### config.mk
export PLATFORM = sky130hd
export DESIGN_NAME = display_arbiter
export DESIGN_NICKNAME = d
export VERILOG_FILES = /design/src/rtl/display_arbiter.sv
export SDC_FILE = /design/constraint.sdc
export NUM_CORES = 1
export LEC_CHECK = 0
export ABC_AREA = 1
export BUFFER_PORTS_ARGS = -buffer_cell sky130_fd_sc_hd__buf_2
export CAP_MARGIN = 30
export CORE_ASPECT_RATIO = 0.5
export CORE_UTILIZATION = 37
export CTS_BUF_LIST = sky130_fd_sc_hd__clkbuf_4 sky130_fd_sc_hd__clkbuf_8
export CTS_CLUSTER_DIAMETER = 50
export DETAILED_ROUTE_END_ITERATION = 6
export REMOVE_ABC_BUFFERS = 1
export SLEW_MARGIN = 20
export SYNTH_ARGS = -nofsm -noshare
export SYNTH_HDL_FRONTEND = slang
export SYNTH_SLANG_ARGS = --single-unit
### constraint.sdc
create_clock -name clk -period 3.4 [get_ports clk]
set_input_delay 0.17 -clock clk [delete_from_list [all_inputs] [get_ports clk]]
set_output_delay 0.17 -clock clk [all_outputs]
set_load 0.005 [all_outputs]
### src/rtl/display_arbiter.sv
// display_arbiter: shares the 4-digit hex panel among alarm (preemptive), status and reading
// requesters with minimum hold time, round-robin between the non-alarm pair and alarm dot blink.
`default_nettype none

module display_arbiter #(
  parameter int unsigned HOLD_CYC  = 50_000_000,
  parameter int unsigned BLINK_CYC = 12_500_000
) (
  input  logic        clk,
  input  logic        rst,
  input  logic [2:0]  req,
  input  logic [15:0] data0,
  input  logic [15:0] data1,
  input  logic [15:0] data2,
  output logic [2:0]  grant,
  output logic [3:0]  hexa3,
  output logic [3:0]  hexa2,
  output logic [3:0]  hexa1,
  output logic [3:0]  hexa0,
  output logic [3:0]  puntos4
);

  localparam int unsigned HW = (HOLD_CYC > 1) ? $clog2(HOLD_CYC) : 1;
  localparam int unsigned BW = (BLINK_CYC > 1) ? $clog2(BLINK_CYC) : 1;
  localparam logic [HW-1:0] HOLD_LAST  = HW'(HOLD_CYC - 1);
  localparam logic [BW-1:0] BLINK_LAST = BW'(BLINK_CYC - 1);

  typedef enum logic [1:0] {
    ST_IDLE   = 2'd0,
    ST_ALARM  = 2'd1,
    ST_STATUS = 2'd2,
    ST_READ   = 2'd3
  } state_t;

  state_t        state_q, state_d, idle_sel;
  logic [HW-1:0] hold_q, hold_d;
  logic [BW-1:0] blink_cnt_q, blink_cnt_d;
  logic          blink_q, blink_d;
  logic          rr_read_q, rr_read_d;   // 1: reading (owner 2) was granted last
  logic [2:0]    grant_q, grant_d;
  logic [15:0]   hex_q, hex_d;
  logic [3:0]    puntos_q, puntos_d;
  logic          restart;
  logic          hold_expired;

  always_ff @(posedge clk or negedge rst) begin
    if (!rst) begin
      state_q     <= ST_IDLE;
      hold_q      <= '0;
      blink_cnt_q <= '0;
      blink_q     <= 1'b0;
      rr_read_q   <= 1'b1;
      grant_q     <= 3'b000;
      hex_q       <= 16'h0000;
      puntos_q    <= 4'hf;
    end else begin
      state_q     <= state_d;
      hold_q      <= hold_d;
      blink_cnt_q <= blink_cnt_d;
      blink_q     <= blink_d;
      rr_read_q   <= rr_read_d;
      grant_q     <= grant_d;
      hex_q       <= hex_d;
      puntos_q    <= puntos_d;
    end
  end

  always_comb begin
    state_d      = state_q;
    restart      = 1'b0;
    hold_expired = (hold_q == HOLD_LAST);

    if (req[1] && req[2])  idle_sel = rr_read_q ? ST_STATUS : ST_READ;
    else if (req[1])       idle_sel = ST_STATUS;
    else if (req[2])       idle_sel = ST_READ;
    else                   idle_sel = ST_IDLE;

    case (state_q)
      ST_STATUS: begin
        if (!req[1])          state_d = idle_sel;
        else if (hold_expired) begin
          if (req[2])         state_d = ST_READ;
          else                restart = 1'b1;
        end
      end
      ST_READ: begin
        if (!req[2])          state_d = idle_sel;
        else if (hold_expired) begin
          if (req[1])         state_d = ST_STATUS;
          else                restart = 1'b1;
        end
      end
      default:                state_d = idle_sel;
    endcase

    // Alarm overrides everything, regardless of the hold timer.
    if (req[0]) begin
      state_d = ST_ALARM;
      restart = 1'b0;
    end

    if ((state_d != state_q) || restart)                 hold_d = '0;
    else if ((state_q == ST_STATUS) || (state_q == ST_READ))
      hold_d = hold_expired ? hold_q : hold_q + HW'(1);
    else                                                 hold_d = '0;

    rr_read_d = rr_read_q;
    if (state_d == ST_STATUS) rr_read_d = 1'b0;
    if (state_d == ST_READ)   rr_read_d = 1'b1;

    // Fresh alarm tenure starts with dots off for a full half-period.
    blink_cnt_d = '0;
    blink_d     = 1'b0;
    if ((state_d == ST_ALARM) && (state_q == ST_ALARM)) begin
      if (blink_cnt_q == BLINK_LAST) begin
        blink_cnt_d = '0;
        blink_d     = ~blink_q;
      end else begin
        blink_cnt_d = blink_cnt_q + BW'(1);
        blink_d     = blink_q;
      end
    end

    case (state_d)
      ST_ALARM:  begin grant_d = 3'b001; hex_d = data0;    end
      ST_STATUS: begin grant_d = 3'b010; hex_d = data1;    end
      ST_READ:   begin grant_d = 3'b100; hex_d = data2;    end
      default:   begin grant_d = 3'b000; hex_d = 16'h0000; end
    endcase

    puntos_d = ((state_d == ST_ALARM) && blink_d) ? 4'h0 : 4'hf;
  end

  assign grant   = grant_q;
  assign hexa3   = hex_q[15:12];
  assign hexa2   = hex_q[11:8];
  assign hexa1   = hex_q[7:4];
  assign hexa0   = hex_q[3:0];
  assign puntos4 = puntos_q;

endmodule

`default_nettype wire

# Word-level counts from Yosys, hierarchy flattened
# Index checks and enable logic that the tools add are counted.
# classes
add_sub_neg	2
mul	0
div_mod_pow	0
n_lt_le_gt_ge	0
eq_ne	10
shift	0
muxes	32
bitwise	1
n_reduce_logical	6
# op_table
op	count
26-bit two-way mux	3
24-bit two-way mux	2
16-bit one-hot mux with 3 select lines	1
26-bit by 1-bit adder with 26-bit output, second input constant	1
26-bit == test, second input constant	1
24-bit by 1-bit adder with 24-bit output, second input constant	1
24-bit == test, second input constant	1
2-bit two-way mux	10
1-bit two-way mux	12
3-bit one-hot mux with 3 select lines	1
2-bit == test, second input constant	4
2-bit by 1-bit == test with 1-bit output, second input constant	2
4-bit two-way mux	1
2-bit one-hot mux with 2 select lines	1
1-bit logical AND	3
3-bit inequality test, second input constant	1
1-bit logical OR	2
2-bit inequality test	1
1-bit one-hot mux with 2 select lines	1
2-bit nonzero test	1
1-bit NOT	1
# word_totals
register_bits	77
latchBits	0
mem_bits_rw	0
romBits	0
input_bits	53
word_cells	59
memories	0

# Depth between registers and ports, before layout
# depth
word_depth	11
ltp_mapped	14
ltp_nobuf	13

# Worst setup path after synthesis
# OpenSTA, ideal clock, no wires.
# synth_timing
kind	register to register
startpoint	register hold_q[0]
endpoint	register hex_q[7]
setup_ns	0.067
arrival_time_ns	1.733
required_time_ns	3.333
slack_ns	1.600
stages_incl_launch_ff	14
n_path_buf	2
synth_period_minus_slack_ns	1.800
path_cell_list	dfrtp_1 ha_1 nand2_1 nor2_4 nand2_1 nor2_1 nand3_2 nand2_2 nand3_2 buf_6 nor2_8 buf_8 nand2_1 nand3_2
# synth_between
elab_chain_cells	7
# synth_rtl
element	line	text
start, declared	36	logic [HW-1:0] hold_q, hold_d;
start signal, assigned	58	hold_q <= hold_d;
26-bit == test *	71	hold_expired = (hold_q == HOLD_LAST);
2-bit two-way mux, on equally long branches	88, 81	
2-bit two-way mux, on equally long branches	87, 80	
2-bit one-hot mux with 2 select lines *	78	case (state_q)
2-bit two-way mux *	97	if (req[0]) begin
2-bit == test or 2-bit by 1-bit == test with 1-bit output (tied branches)	124	case (state_d)
16-bit one-hot mux with 3 select lines *	124	
net hex_d[7]	41	logic [15:0] hex_q, hex_d;
end signal, assigned	54	hex_q <= 16'h0000;
end signal, assigned	63	hex_q <= hex_d;
end, declared	41	
# Mark *: on every way through the listed nets, which the timed path passes. The rest lies on a longest branch.
# A chain may end at the register's enable or synchronous reset.

# Worst setup path after layout
# layout_timing
startpoint	register hold_q[0]
endpoint	register hold_q[3]
# layout_between
elab_chain_cells	8
# layout_rtl
element	line	text
26-bit == test	71	
2-bit two-way mux, on equally long branches	88, 81	
2-bit two-way mux, on equally long branches	87, 80	
2-bit one-hot mux with 2 select lines	78	
2-bit two-way mux	97	
2-bit inequality test	102	if ((state_d != state_q) || restart) hold_d = '0;
1-bit logical OR	102	
3-bit inequality test (no line) or 26-bit two-way mux (tied branches)	n/a	
# Parallel ways exist; a longest one is shown, timed or not. The select of a mux whose other input is x is not followed.

==> metrics <==
status finished, violations left; failing checks DRC; Syn-to-layout area delta 16.5%; Die W 153 µm; per-instance average area after synthesis 7.49 µm²; average wire length per cell after detail routing 13.1 µm; accumulated negative setup slack 0 ns; clock slew at reported path FFs 0.08 ns; register-to-register path setup slack 0.87 ns; layout cell share with drive strength beyond 1 20.6%; type of element capturing the critical path flip-flop; cell count after synthesis 560; register bit total from synthesis 74; leading post-synthesis cells by cell area dfrtp_1, nand2_1, nand3_1; setup repair bufs after CTS 0; busiest layer in global routing met2; Yosys warning total 0; commonest cells after routing, fill and taps aside nand2_1, nor2_1, nand3_1; Max rail drop VDD 0.143 mV; Max-cap violations 0; Final Hold Viols 0; wire length of the first global-routing pass 17.2 mm; maximum number of pins on one net before global-route repair 75; Max FO, Critical Path 26; DP HPWL 7.51 mm; dpl cells 765; Vias per Instance 5.02; register share of total power 53.5%; required time worst endpoint 3.63 ns; routed via count 3941; peak clock frequency supported by timing 395 MHz; most frequent standard cell in the layout excluding fill and tap cells nand2_1; LEAKAGE 2.17 nW; IO Count 76; post-synth cell types 34; CTS Sinks 74; fraction of the yosys area taken by sequential cells 44.2%; global route total overflow 0; power after layout 0.00172 W; met1 Resource Use GR 25.0%; ANT nets after route 0; ratio of final minimum period to clock period 74.4%; final setup margin 0.871 ns; Clk network pwr share 35.5%; final worst hold slack 0.0187 ns; GRT met2 Usage 28.9%; iteration-0 DRC count of the detailed router 214; TritonCTS buffer count 9; post-route DRC violation count 3; CTS tree built; shortest clock period the worst path allows after layout 2.53 ns; power per cell area 352 mW/mm²; antenna violations before repair 0; Critical Path Source Type flip-flop; post-synth top area share 42.9%; internal power of the cells 0.00125 W; H-tree lvl count 3; clock root cell clkbuf_8; weighted congestion reported at the end of routability-driven placement 0.921; Worst Hold Class in -> reg; Clock Latency Late Sink 0.36 ns; max-slew violation count 0; number of global-route vias before repair 3571; detailed-routing iteration count for the pre-antenna-repair pass 7; Initial Utilization 38.1%; combinational cell fraction of total power 11.0%; cell area after technology mapping 0.00420 mm²; standard cell core area 0.0110 mm²; critical register-to-register path endpoint hold_q[3]$_DFFE_PN0P_; die boundary height 77.3 µm; reg2reg start hold_q[0]$_DFFE_PN0P_; transition time at the pin with the least slew margin 0.612 ns; Critical Path Start hold_q[0]$_DFFE_PN0P_; crit path to hold_q[3]$_DFFE_PN0P_; depth of the worst register-to-register path 12; wire length after detailed routing 10.3 mm; final-stage net count 690; unrepaired setup endpoints after global routing false; n_diodes 0; met3 global-route usage 4.58%; number of cell rows 27; post-route non-filler standard cell count 785; number of buffers added on ports 75; hold path cells 3; filler instances 1110; final setup violation count 0; Net Switching 0.000468 W; sw frac 27.2%; Max-Slew Margin vs Limit 58.8%; type of the worst setup path reg -> reg; cell type contributing the most total cell area after synthesis dfrtp_1; Critical Path AT 2.76 ns; maximum clock insertion buffer count 2; GRT Resource Usage Total 18.3%; die area 0.0118 mm²; post-place setup slack 0.877 ns; clock tree skew after final layout 0.00702 ns
## routing by layer
layer / up-vias / part of all wire, %
met1: 1874 / 49
met4: 0 / 0.67
met5: - / 0
li1: 1988 / -
met2: 71 / 47
met3: 8 / 3.9
## area by class of cell
cell class,instances,area (µm²),share of cell area [%]
clock buffers,10,131,2.69
clock inverters,6,41.3,0.845
inverters,53,199,4.07
multi-input cells,415,2020,41.4
flip-flops and latches,74,1850,37.9
well taps,145,181,3.71
repair buffers,82,458,9.37
## worst min path at each step
stage / start / end / slack [ns]
2_1_floorplan: rst / blink_cnt_q[0]$_DFF_PN0_ / -0.13
3_3_place_gp: rst / blink_q$_DFF_PN0_ / 0.38
3_5_place_dp: data1[9] / hex_q[9]$_DFF_PN0_ / 0.38
4_1_cts: data1[13] / hex_q[13]$_DFF_PN0_ / 0.004
5_1_grt: data1[13] / hex_q[13]$_DFF_PN0_ / 0.008
6_report: data1[3] / hex_q[3]$_DFF_PN0_ / 0.02
## synthesized netlist by cell type
master    number
buf_4          4
inv_1         51
xnor2_1        3
nor2_2        12
nand3_1       78
or2_2         10
nand2_2        5
nor2_1        80
clkbuf_1       7
nor2_4         1
o211ai_1       3
nor2_8         1
buf_6          3
nand4_1       22
xor2_1         5
nand2_4        1
nand3_2        3
nor4_1         7
dfrtp_1       72
buf_2          3
buf_8          1
nor3b_1        5
nand2_1      126
a21oi_1        9
o21ai_0        7
ha_1           2
o21bai_1       4
or2_0          1
dfstp_2        2
nor3_1        25
and2_1         1
inv_2          2
o221ai_1       2
a211oi_1       2
## per-stage QoR
stage	area (µm²)	utilization, %
after floorplan	4080	-
after CTS	4860	44.1
after global routing	4890	44.4
after global placement	4660	42.3
after detailed placement	4660	42.3
final	4890	44.4
## worst max-delay path, stage by stage, from the launching register on
cell and delay, ns:
dfrtp_1 0.42, ha_1 0.21, nand2_1 0.11, nor2_4 0.17, nand2_1 0.08, nor2_1 0.17, nand3_2 0.12, nand2_2 0.09
nand3_2 0.39, nand2_1 0.20, nand2_2 0.08, nand2_4 0.28, nor2_1 0.08
## sequential cells by signal, indices dropped and copies added (netlist names)
| signal | count |
|---|---|
| blink_cnt_q | 24 |
| hold_q | 26 |
| state_q | 2 |
| rr_read_q | 1 |
| grant | 3 |
| blink_q | 1 |
| hex_q | 16 |
| puntos4 | 1 |
## power by group through the flow
stage | Sequential, W | Clock (W) | Combinational (W)
2_1_floorplan | 0.000945 | 0 | 0.0000753
3_3_place_gp | 0.000936 | 0 | 0.000188
3_5_place_dp | 0.000937 | 0 | 0.000187
4_1_cts | 0.000920 | 0.000639 | 0.000190
5_1_grt | 0.000924 | 0.000676 | 0.000215
6_report | 0.000920 | 0.000611 | 0.000190
## timing repair
item	4_1_cts	5_1_grt
hold buffers	3	0
endpoints found under the hold margin	21	0
endpoints found under the setup margin	0	0
gates resized for setup	0	0
## cells by family after synthesis
kind of cell | synth area share [%]
buffers and inverters | 7.60
DFF | 44.2
AOI/OAI and AO/OA | 3.94
xor gates and xnor gates | 1.67
and+or+nand+nor | 42.0
adders and majority gates | 0.596
Note: power is estimated with default switching activity, not from simulation.
